--- config.mk ---
export PLATFORM = sky130hd
export DESIGN_NAME = menu_sequencer
export DESIGN_NICKNAME = d
export VERILOG_FILES = /design/src/rtl/menu_sequencer.sv
export SDC_FILE = /design/constraint.sdc
export NUM_CORES = 1
export LEC_CHECK = 0
export ABC_AREA = 1
export BUFFER_PORTS_ARGS = -buffer_cell sky130_fd_sc_hd__buf_2
export CAP_MARGIN = 20
export CORE_UTILIZATION = 25
export DETAILED_ROUTE_END_ITERATION = 10
export PLACE_DENSITY = 0.52
export SLEW_MARGIN = 20
export SYNTH_ARGS = -nofsm -noshare
export SYNTH_HDL_FRONTEND = slang
export SYNTH_SLANG_ARGS = --single-unit
--- constraint.sdc ---
create_clock -name pixel_clk -period 1.5 [get_ports pixel_clk]
set_input_delay 0.3 -clock pixel_clk [delete_from_list [all_inputs] [get_ports pixel_clk]]
set_output_delay 0.3 -clock pixel_clk [all_outputs]
set_load 0.01 [all_outputs]
--- src/rtl/menu_sequencer.sv ---
// -----------------------------------------------------------------------------
// menu_sequencer
//   Top-level game-flow sequencer: MENU -> COUNTDOWN -> PLAY -> OVER -> MENU.
//   Conditions the two raw push buttons (mode, start), times the per-second
//   countdown and drives the menu overlay renderer and the game core gates.
//
// Build option
//   MENU_DEBOUNCE_EN : when defined, each button gets a debounce counter between
//                      its synchronizer and its edge detector (press-to-event
//                      latency DEBOUNCE_CYCLES+3). When undefined, the edge
//                      detector sees the synchronized level directly (latency 3)
//                      and DEBOUNCE_CYCLES has no effect.
//
// Parameters
//   TICKS_PER_SEC   pixel_clk cycles per countdown step
//   COUNT_START     first countdown value shown (1..255)
//   DEBOUNCE_CYCLES stable cycles required per button edge (debounce build only)
//
// Ports
//   pixel_clk         in   1  pixel clock, all logic on rising edge
//   reset_n           in   1  asynchronous active-low reset
//   btn_mode          in   1  raw async button, toggles 1P/2P in MENU
//   btn_start         in   1  raw async button, starts game / leaves OVER
//   game_over         in   1  level from game core, honoured in PLAY only
//   menu_active       out  1  high in MENU
//   countdown_active  out  1  high in COUNTDOWN
//   countdown_value   out  8  current count COUNT_START..0 (0 = "START")
//   game_mode_1p      out  1  1 = one player, 0 = two players
//   play_active       out  1  high in PLAY
//   game_init         out  1  one-cycle pulse on COUNTDOWN->PLAY
// -----------------------------------------------------------------------------
module menu_sequencer #(
  parameter int unsigned TICKS_PER_SEC   = 25_000_000,
  parameter int unsigned COUNT_START     = 3,
  parameter int unsigned DEBOUNCE_CYCLES = 250_000
) (
  input  logic       pixel_clk,
  input  logic       reset_n,
  input  logic       btn_mode,
  input  logic       btn_start,
  input  logic       game_over,
  output logic       menu_active,
  output logic       countdown_active,
  output logic [7:0] countdown_value,
  output logic       game_mode_1p,
  output logic       play_active,
  output logic       game_init
);

  localparam int unsigned   PW         = (TICKS_PER_SEC > 1) ? $clog2(TICKS_PER_SEC) : 1;
  localparam logic [PW-1:0] PRESC_LAST = PW'(TICKS_PER_SEC - 1);
  localparam logic [PW-1:0] PRESC_ZERO = {PW{1'b0}};
  localparam logic [PW-1:0] PRESC_ONE  = PW'(1);
  localparam logic [7:0]    CNT_INIT   = 8'(COUNT_START);

  // 3-bit encoding leaves four unused codes; any of them recovers to MENU.
  typedef enum logic [2:0] {
    S_MENU      = 3'd0,
    S_COUNTDOWN = 3'd1,
    S_PLAY      = 3'd2,
    S_OVER      = 3'd3
  } state_t;

  // ---------------------------------------------------------------------------
  // Button conditioning. Bit 0 = mode, bit 1 = start.
  // ---------------------------------------------------------------------------
  logic [1:0] w_btn_raw;
  logic [1:0] w_level;
  logic [1:0] r_sync0;
  logic [1:0] r_sync1;
  logic [1:0] r_edge_prev;
  logic [1:0] r_evt;
  logic       w_mode_evt;
  logic       w_start_evt;

  assign w_btn_raw = {btn_start, btn_mode};

  // Two-flop synchronizer for both raw buttons.
  always_ff @(posedge pixel_clk or negedge reset_n) begin
    if (!reset_n) begin
      r_sync0 <= 2'b00;
      r_sync1 <= 2'b00;
    end else begin
      r_sync0 <= w_btn_raw;
      r_sync1 <= r_sync0;
    end
  end

`ifdef MENU_DEBOUNCE_EN
  localparam int unsigned   DB_LIMIT = (DEBOUNCE_CYCLES > 1) ? DEBOUNCE_CYCLES : 1;
  localparam int unsigned   DW       = (DB_LIMIT > 1) ? $clog2(DB_LIMIT) : 1;
  localparam logic [DW-1:0] DB_LAST  = DW'(DB_LIMIT - 1);
  localparam logic [DW-1:0] DB_ZERO  = {DW{1'b0}};
  localparam logic [DW-1:0] DB_ONE   = DW'(1);

  logic [DW-1:0] r_db_cnt [2];
  logic [1:0]    r_db_level;

  // Debounce: the level follows the synchronized input only after it has
  // disagreed for DB_LIMIT consecutive cycles; any agreement restarts the run.
  always_ff @(posedge pixel_clk or negedge reset_n) begin
    if (!reset_n) begin
      r_db_level <= 2'b00;
      for (int b = 0; b < 2; b++) begin
        r_db_cnt[b] <= DB_ZERO;
      end
    end else begin
      for (int b = 0; b < 2; b++) begin
        if (r_sync1[b] != r_db_level[b]) begin
          if (r_db_cnt[b] == DB_LAST) begin
            r_db_level[b] <= r_sync1[b];
            r_db_cnt[b]   <= DB_ZERO;
          end else begin
            r_db_cnt[b]   <= r_db_cnt[b] + DB_ONE;
          end
        end else begin
          r_db_cnt[b] <= DB_ZERO;
        end
      end
    end
  end

  assign w_level = r_db_level;
`else
  // Debounce disabled: the threshold parameter is accepted but not used.
  if (DEBOUNCE_CYCLES == 0) begin : g_debounce_unused
  end

  assign w_level = r_sync1;
`endif

  // Rising-edge detect; a held button produces a single registered event.
  always_ff @(posedge pixel_clk or negedge reset_n) begin
    if (!reset_n) begin
      r_edge_prev <= 2'b00;
      r_evt       <= 2'b00;
    end else begin
      r_edge_prev <= w_level;
      r_evt       <= w_level & ~r_edge_prev;
    end
  end

  assign w_mode_evt  = r_evt[0];
  assign w_start_evt = r_evt[1];

  // ---------------------------------------------------------------------------
  // Game-flow FSM
  // ---------------------------------------------------------------------------
  state_t        r_state;
  state_t        w_state_nxt;
  logic [PW-1:0] r_presc;
  logic [PW-1:0] w_presc_nxt;
  logic [7:0]    r_cnt;
  logic [7:0]    w_cnt_nxt;
  logic          r_mode;
  logic          w_mode_nxt;
  logic          w_init_nxt;
  logic          r_menu;
  logic          r_cd;
  logic          r_play;
  logic          r_init;

  // Next-state, prescaler, count and mode decode.
  always_comb begin
    w_state_nxt = r_state;
    w_presc_nxt = PRESC_ZERO;
    w_cnt_nxt   = r_cnt;
    w_mode_nxt  = r_mode;
    w_init_nxt  = 1'b0;
    case (r_state)
      S_MENU: begin
        // Start takes priority over a simultaneous mode press.
        if (w_start_evt) begin
          w_state_nxt = S_COUNTDOWN;
          w_cnt_nxt   = CNT_INIT;
        end else if (w_mode_evt) begin
          w_mode_nxt  = ~r_mode;
        end else begin
          w_mode_nxt  = r_mode;
        end
      end
      S_COUNTDOWN: begin
        if (r_presc == PRESC_LAST) begin
          w_presc_nxt = PRESC_ZERO;
          if (r_cnt != 8'd0) begin
            w_cnt_nxt   = r_cnt - 8'd1;
          end else begin
            w_state_nxt = S_PLAY;
            w_init_nxt  = 1'b1;
          end
        end else begin
          w_presc_nxt = r_presc + PRESC_ONE;
        end
      end
      S_PLAY: begin
        w_cnt_nxt = 8'd0;
        if (game_over) begin
          w_state_nxt = S_OVER;
        end else begin
          w_state_nxt = S_PLAY;
        end
      end
      S_OVER: begin
        if (w_start_evt) begin
          w_state_nxt = S_MENU;
          w_cnt_nxt   = CNT_INIT;
        end else begin
          w_state_nxt = S_OVER;
        end
      end
      default: begin
        // Unused encoding: return to MENU with reset output values.
        w_state_nxt = S_MENU;
        w_cnt_nxt   = CNT_INIT;
        w_mode_nxt  = 1'b1;
      end
    endcase
  end

  // State, counters and output flags; flags are decoded from the next state
  // so they change on the same edge as the state register.
  always_ff @(posedge pixel_clk or negedge reset_n) begin
    if (!reset_n) begin
      r_state <= S_MENU;
      r_presc <= PRESC_ZERO;
      r_cnt   <= CNT_INIT;
      r_mode  <= 1'b1;
      r_menu  <= 1'b1;
      r_cd    <= 1'b0;
      r_play  <= 1'b0;
      r_init  <= 1'b0;
    end else begin
      r_state <= w_state_nxt;
      r_presc <= w_presc_nxt;
      r_cnt   <= w_cnt_nxt;
      r_mode  <= w_mode_nxt;
      r_menu  <= (w_state_nxt == S_MENU);
      r_cd    <= (w_state_nxt == S_COUNTDOWN);
      r_play  <= (w_state_nxt == S_PLAY);
      r_init  <= w_init_nxt;
    end
  end

  assign menu_active      = r_menu;
  assign countdown_active = r_cd;
  assign countdown_value  = r_cnt;
  assign game_mode_1p     = r_mode;
  assign play_active      = r_play;
  assign game_init        = r_init;

endmodule
Word-level counts from Yosys, hierarchy flattened
Index checks and enable logic that the tools add are counted.
{"block": "classes", "addsub": 2, "multipliers": 0, "div_mod_pow": 0, "magnitude_cmp": 0, "eq_ne": 11, "shift": 0, "muxes": 18, "bitwise_logic": 4, "n_reduce_logical": 7}
{"op": "$mux W25", "count": 2}
{"op": "$add A25 B1 Y25 const B", "count": 1}
{"op": "$eq A25 B25 Y1 const B", "count": 1}
{"op": "$mux W8", "count": 3}
{"op": "$pmux W8 S3", "count": 1}
{"op": "$pmux W3 S4", "count": 1}
{"op": "$eq A3 B2 Y1 const B", "count": 3}
{"op": "$mux W3", "count": 3}
{"op": "$ne A2 B2 Y1 const B", "count": 4}
{"op": "$reduce_bool A8 Y1", "count": 1}
{"op": "$sub A8 B1 Y8 const B", "count": 1}
{"op": "$eq A3 B1 Y1 const B", "count": 2}
{"op": "$logic_not A3 Y1", "count": 2}
{"op": "$mux W1", "count": 6}
{"op": "$reduce_and A3 Y1", "count": 2}
{"op": "$reduce_or A3 Y1", "count": 1}
{"op": "$and A2 B2 Y2", "count": 1}
{"op": "$mux W2", "count": 1}
{"op": "$ne A2 B1 Y1 const B", "count": 1}
{"op": "$not A1 Y1", "count": 2}
{"op": "$not A2 Y2", "count": 1}
{"op": "$pmux W1 S2", "count": 1}
{"op": "$reduce_or A2 Y1", "count": 1}
{"block": "word_totals", "regBits": 49, "latch_bits": 0, "ram_bits": 0, "romBits": 0, "input_bits": 5, "output_inout_bits": 13, "wordCells": 54, "n_memories": 0}

Longest topological paths before layout
Gate-level depths: netlist of the first run.
{"block": "logic_depth", "word_depth": 5, "mapped_depth": 10, "depth_no_buf": 10}

Worst setup path after synthesis of the first run
Ideal clock, no wire load.
{"block": "synth_timing", "path_kind": "register -> register", "start": "register r_cnt[0] (netlist: countdown_value[0])", "end": "register r_cnt[5] (netlist: countdown_value[5])", "setup_ns": 0.117, "arrival_time_ns": 1.514, "required_time_ns": 1.383, "path_slack_ns": -0.131, "path_stages_with_launch": 9, "n_path_buf": 0, "synth_period_minus_slack_ns": 1.631, "path_cell_list": "dfstp_2 inv_1 ha_1 nand2_1 nor3_1 nor2_2 nand2_4 nand2_1 nand2_1"}
{"block": "synth_between", "elab_chain_cells": 4, "word_cells_on_any_way": 7, "classes_between": "add/sub: 1; eq/ne: 1; mux: 3; reduce/logical: 2"}
{"item": "start: declaration", "line": "153", "text": "logic [7:0] r_cnt;"}
{"item": "start signal: assignment", "line": "235", "text": "r_cnt <= w_cnt_nxt;"}
{"item": "$sub A8 B1 Y8", "line": "186", "text": "w_cnt_nxt = r_cnt - 8'd1;"}
{"item": "$mux W8", "line": "185", "text": "if (r_cnt != 8'd0) begin"}
{"item": "$mux W8", "line": "183", "text": "if (r_presc == PRESC_LAST) begin"}
{"item": "$pmux W8 S3", "line": "170", "text": "case (r_state)"}
Parallel ways exist; a longest one is shown, timed or not. The select of a mux whose other input is x is not followed.
A chain may end at the register's enable or synchronous reset.

Worst setup path after layout of the first run
{"block": "layout_timing", "start": "register r_presc[1]", "end": "register r_presc[11]"}
{"block": "layout_between", "elab_chain_cells": 3, "word_cells_on_any_way": 4, "classes_between": "add/sub: 1; eq/ne: 1; mux: 2"}
{"item": "start: declaration", "line": "151", "text": "logic [PW-1:0] r_presc;"}
{"item": "start signal: assignment", "line": "234", "text": "r_presc <= w_presc_nxt;"}
{"item": "$add A25 B1 Y25 or $eq A25 B25 Y1 (tied branches)", "line": "192, 183"}
{"item": "$mux W25 (*)", "line": "183"}
{"item": "$mux W25 (*)", "line": "170"}
{"item": "named net w_presc_nxt[11]", "line": "152", "text": "logic [PW-1:0] w_presc_nxt;"}
The timed path passes the listed nets; every way through them passes the cells marked *.

==> impl_metrics.ini, run 1 <==
[run_status]
status = finished with violations
failed_checks = negative setup slack

[worst_setup_path]
critPathLaunchType = register
cp.required_ns = 1.70
path_class = register to register
end_kind = register
reg2regPathDepth = 7
r2r_slack_ns = -0.02
path_max_fanout = 5
arrival_ns = 1.72

[min_path]
worstHoldPathType = input pin to register
holdPathStages = 1

[clocking]
tritoncts = yes
cts_htree_levels = 2
clock-root-buffer = clkbuf_8
cts.sinks = 49
cts_made_buffers = 5
clk_pin_slew_ns = 0.11
insertion_delay_ns = 0.32
clockBufferDepth = 2

[floorplanning]
die_area_um2 = 11200
io_pins = 18
die_w_um = 106
core_um2 = 10400
die_h_um = 106
rows = 37
initial_utilization_pct = 26.0

[layout]
drive_gt1_share_pct = 33.7
nFillCells = 1118
layout-area-overhead-vs-synth_pct = 39.1
final_cell_mix = 86 x nand2_1, 73 x nor2_1, 53 x buf_4
diodes = 0
post-route-cell-area_um2 = 3740
layout_commonest_cell = nand2_1
finalNetCount = 454
final_util_pct = 36.1
finalNonFillerCells = 584

[timing]
fin_hold_ws_ns = 0.0761
layout_min_cycle_time_ns = 1.52
clock_skew_ns = 0.0179
rsz0062_at_grt = true
timing.fmax_mhz = 659
tns_ns = -0.0359
period_share_pct = 101
finalSetupViolCount = 3
drv_slew = 0
hold_viol_final = 0
fin_ws_ns = -0.0166

[synth]
syn_avg_cell_area_um2 = 7.41
synth_seq_area_share_pct = 45.7
synth_cells = 363
synthArstFlopShare_pct = 100
synthesis.area_um2 = 2690
synth_cell_types = 31
syn-num-nets = 370
synth_top_flop_cell = dfrtp_1
synth_edf_count = 0
synth-seq-cells = 49
ys.warnings.count = 0

[placed_design]
port_buffers = 17
dp_hpwl_um = 4950
dp_cells = 560
dpl_cell_area_um2 = 3290
place_congestion = 0.857

[detailed_routing]
detail-route-antenna-nets = 0
drcViolationCount = 0
drt-wirelength-per-cell_um = 12.3
drt-initial-drc-count = 126
drtPass1Iterations = 4
routed_via_density = 4.36
drt_wl_total_um = 7160
num_vias = 2546

[power]
power-per-cell-area_nw_per_um2 = 1000
leakage_nw = 1.73
ir_drop_uv = 506

[grt]
grt_overflow = 0
grt.total_usage_pct = 13.4
grt_antenna_before_repair = 0
grt_max_degree = 50
grt_pass1_vias = 2442
grt_pass1_wl_um = 11700

[run]
cap_violations = 0
==> logic make-up (layout without fill, tap and decap cells) <==
group,count (synthesis),after routing,synth area share (%)
adders and majority gates,2,2,0.930
other,1,1,0.139
and+or+nand+nor,240,241,39.3
buffers and inverters,45,128,7.16
DFF,49,49,45.7
xor gates and xnor gates,11,11,3.58
AOI/OAI and AO/OA,15,16,3.16
==> where the power goes <==
part           total [mW]  leakage [nW]  internal [mW]  switching (mW)
logic                1.37          1.04          0.582           0.791
clock network       0.838        0.0445          0.333           0.506
registers            1.55         0.647           1.47          0.0814
==> final timing paths <==
check | start | end
setup / recovery | r_presc[1] | r_presc[11]
hold / removal | btn_mode | r_sync0[0]
setup reg to reg | r_presc[1] | r_presc[11]
hold reg to reg | r_sync0[1] | r_sync1[1]
max in group asynchronous | reset_n | game_mode_1p
min in group asynchronous | reset_n | r_presc[23]
==> cell type report <==
cell class	count	area (um2)	share of cell area [%]
timing repair buffer	78	581	15.5
clock buffer	5	68.8	1.84
tap	136	170	4.54
multi-input combinational	271	1510	40.3
sequential	49	1230	32.9
clock inverter	3	21.3	0.568
inverter	42	164	4.38
==> timing repair <==
item                                   4_1_cts  5_1_grt
hold buffers                                 1        0
buffers inserted                             1       12
setup endpoints to repair                   24       34
resized for setup                            5       59
endpoints found under the hold margin       45        0
cloned                                       0        2
pin swaps                                    0       24
==> state kept, by name, indices dropped and copies added, names as in the netlist <==
name	cells
r_sync1	2
countdown_active	1
r_presc	25
r_sync0	2
menu_active	1
game_init	1
r_state	3
countdown_value	8
play_active	1
r_evt	2
game_mode_1p	1
r_edge_prev	2
==> metrics by stage <==
step / power [mW] / worst slack (ns)
final: 3.76 / -0.0166
after global routing: 4.00 / -0.0962
after global placement: 2.71 / -0.0329
after CTS: 3.58 / -0.0552
after detailed placement: 2.72 / -0.0534
after floorplan: 2.25 / 0.0295
==> layer usage <==
layer / GRT usage, % / share of wire [%] / vias up
met1: 18.1 / 49 / 1196
met2: 20.8 / 46 / 46
met4: 5.85 / 2.0 / 0
met5: 0 / 0 / -
met3: 2.47 / 2.8 / 10
li1: - / - / 1294
==> synth_stat cells, drive strengths merged, types with 2 or more instances <==
| master | n | area (um2) |
|---|---|---|
| nand4 | 6 | 37.5 |
| inv | 42 | 158 |
| buf | 2 | 31.3 |
| o21ai | 7 | 35.0 |
| dfstp | 4 | 105 |
| dfrtp | 45 | 1130 |
| nand2 | 104 | 429 |
| ha | 2 | 25.0 |
| xor2 | 9 | 78.8 |
| xnor2 | 2 | 17.5 |
| nor3 | 11 | 71.3 |
| a21oi | 6 | 33.8 |
| nand3 | 24 | 133 |
| nor2 | 92 | 365 |
==> critical path, stage by stage (launching register included) <==
cell     delay, ns
dfrtp_1       0.40
ha_4          0.16
nand3_4       0.11
nor3_4        0.28
nand2_4       0.13
nand2_8       0.13
buf_4         0.15
nor2_1        0.05
(Power assumes the default switching activity.)
==> run 2, diff against run 1 <==
--- a/config.mk
+++ b/config.mk
@@ -12,3 +12,3 @@
 export DETAILED_ROUTE_END_ITERATION = 10
-export PLACE_DENSITY = 0.52
+export SKIP_CTS_REPAIR_TIMING = 1
 export SLEW_MARGIN = 20
==> constraint.sdc (replaced) <==
create_clock -name pixel_clk -period 1.5 [get_ports pixel_clk]
set_input_delay 0.075 -clock pixel_clk [delete_from_list [all_inputs] [get_ports pixel_clk]]
set_output_delay 0.075 -clock pixel_clk [all_outputs]
set_load 0.01 [all_outputs]
==> run 2 against run 1 <==
  * The flow now finishes without violations
  * Global-route usage shrank 0.92 points
  * First-iteration DRC count shrank 21%
  * Maximum frequency grew 1.9%
==> impl_metrics.ini, run 2 (synthesis results as in run 1) <==
[power]
switching_share_pct = 35.1
power_switching_mw = 1.39
power_frac_comb_pct = 36.0
seqPwrFrac_pct = 39.1
clkPwrFrac_pct = 24.9
ir_drop_uv = 466
power-per-cell-area_nw_per_um2 = 1070
p_int_mw = 2.57
leakage_nw = 1.75

[floorplanning]
rows = 37
die_h_um = 106
die_w_um = 106
initial_utilization_pct = 26.0
io_pins = 18
core_um2 = 10400
die_area_um2 = 11200

[clocking]
clock-root-buffer = clkbuf_8
clk_pin_slew_ns = 0.10
clockBufferDepth = 2
cts_htree_levels = 2
cts_made_buffers = 5
tritoncts = yes
cts.sinks = 49
insertion_delay_ns = 0.32

[layout]
largest_reg_flops = 25
finalNonFillerCells = 582
layout-area-overhead-vs-synth_pct = 38.2
layout_commonest_cell = nand2_1
post-route-cell-area_um2 = 3720
largest_register = r_presc
drive_gt1_share_pct = 32.1
final_cell_mix = 87 x nand2_1, 71 x nor2_1, 51 x buf_4
final_util_pct = 35.9
finalNetCount = 452
diodes = 0

[run_status]
status = completed

[timing]
period_share_pct = 99.2
clock_skew_ns = 0.00580
timing.fmax_mhz = 672
finalSetupViolCount = 0
fin_hold_ws_ns = 0.149
rsz0062_at_grt = true
layout_min_cycle_time_ns = 1.49
tns_ns = 0
drv_slew = 0
hold_viol_final = 0

[grt]
grt_overflow = 0
grt.total_usage_pct = 12.5
grt_antenna_before_repair = 0
grt_pass1_vias = 2434
grt_max_degree = 31
grt_pass1_wl_um = 11000

[detailed_routing]
routed_via_density = 4.36
drt_wl_total_um = 6890
drtPass1Iterations = 4
num_vias = 2537
drcViolationCount = 0
drt-initial-drc-count = 99
drt-wirelength-per-cell_um = 11.8
detail-route-antenna-nets = 0

[placed_design]
dpl_cell_area_um2 = 3260
place_congestion = 0.876
dp_hpwl_um = 4820
dp_cells = 556
port_buffers = 17

[worst_setup_path]
cp.required_ns = 1.76
critPathLaunchType = register
path_class = register to register
path_max_fanout = 5
arrival_ns = 1.75
end_kind = register

[min_path]
worstHoldPathType = input pin to register

[run]
cap_violations = 0
-- run 2: cell types whose count changed in the layout (fill, tap and decap cells not counted), sizes merged --
cell	change
dlygate4sd3	+2
buf	-5
inv	-1
nand2	+1
bufinv	+1
-- run 2: final timing paths --
path | start | slack (ns) | cells after the start | to
min in group asynchronous | reset_n | 0.25 | 2 | r_sync1[0]
setup / recovery | countdown_value[0] | 0.01 | 8 | countdown_value[2]
max in group asynchronous | reset_n | 0.74 | 3 | r_presc[0]
setup reg to reg | countdown_value[0] | 0.01 | 8 | countdown_value[2]
hold / removal | game_over | 0.15 | 5 | r_state[0]
hold reg to reg | r_sync0[0] | 0.36 | 0 | r_sync1[0]
-- run 2: worst max-delay path, stage by stage, from the launching register on --
cell     delay (ns)
dfstp_2        0.55
inv_2          0.06
ha_4           0.16
nand2_4        0.08
nor3_4         0.05
nor2_4         0.23
buf_4          0.17
nand3_1        0.07
nand2_1        0.07
-- run 2: power by group through the flow --
stage / logic [mW] / registers [mW] / clock network [mW]
global route: 1.59 / 1.57 / 1.07
global placement: 1.15 / 1.56 / 0
finish: 1.43 / 1.55 / 0.988
detailed placement: 1.17 / 1.56 / 0
floorplan: 0.624 / 1.63 / 0
CTS: 1.18 / 1.54 / 1.02
-- run 2: routing by layer --
layer	wire, um	track usage [%]	share of wire, %	up-vias
met4	157	6.45	2.3	0
li1	-	-	-	1297
met5	0	0	0	-
met3	323	2.29	4.7	9
met1	3270	16.3	47	1178
met2	3140	19.6	46	53
-- run 2: layout make-up --
type	instances	area [um2]
inverter	42	164
sequential	49	1230
fill	1093	6650
clock inverter	3	46.3
timing repair buffer	75	561
multi-input combinational	272	1480
tap	136	170
clock buffer	5	68.8
-- run 2: metrics by stage --
stage,worst slack [ns],power (mW)
floorplan,0.0295,2.25
global placement,0.00353,2.71
detailed placement,-0.0278,2.73
CTS,-0.0539,3.74
global route,-0.0633,4.22
finish,0.0119,3.97
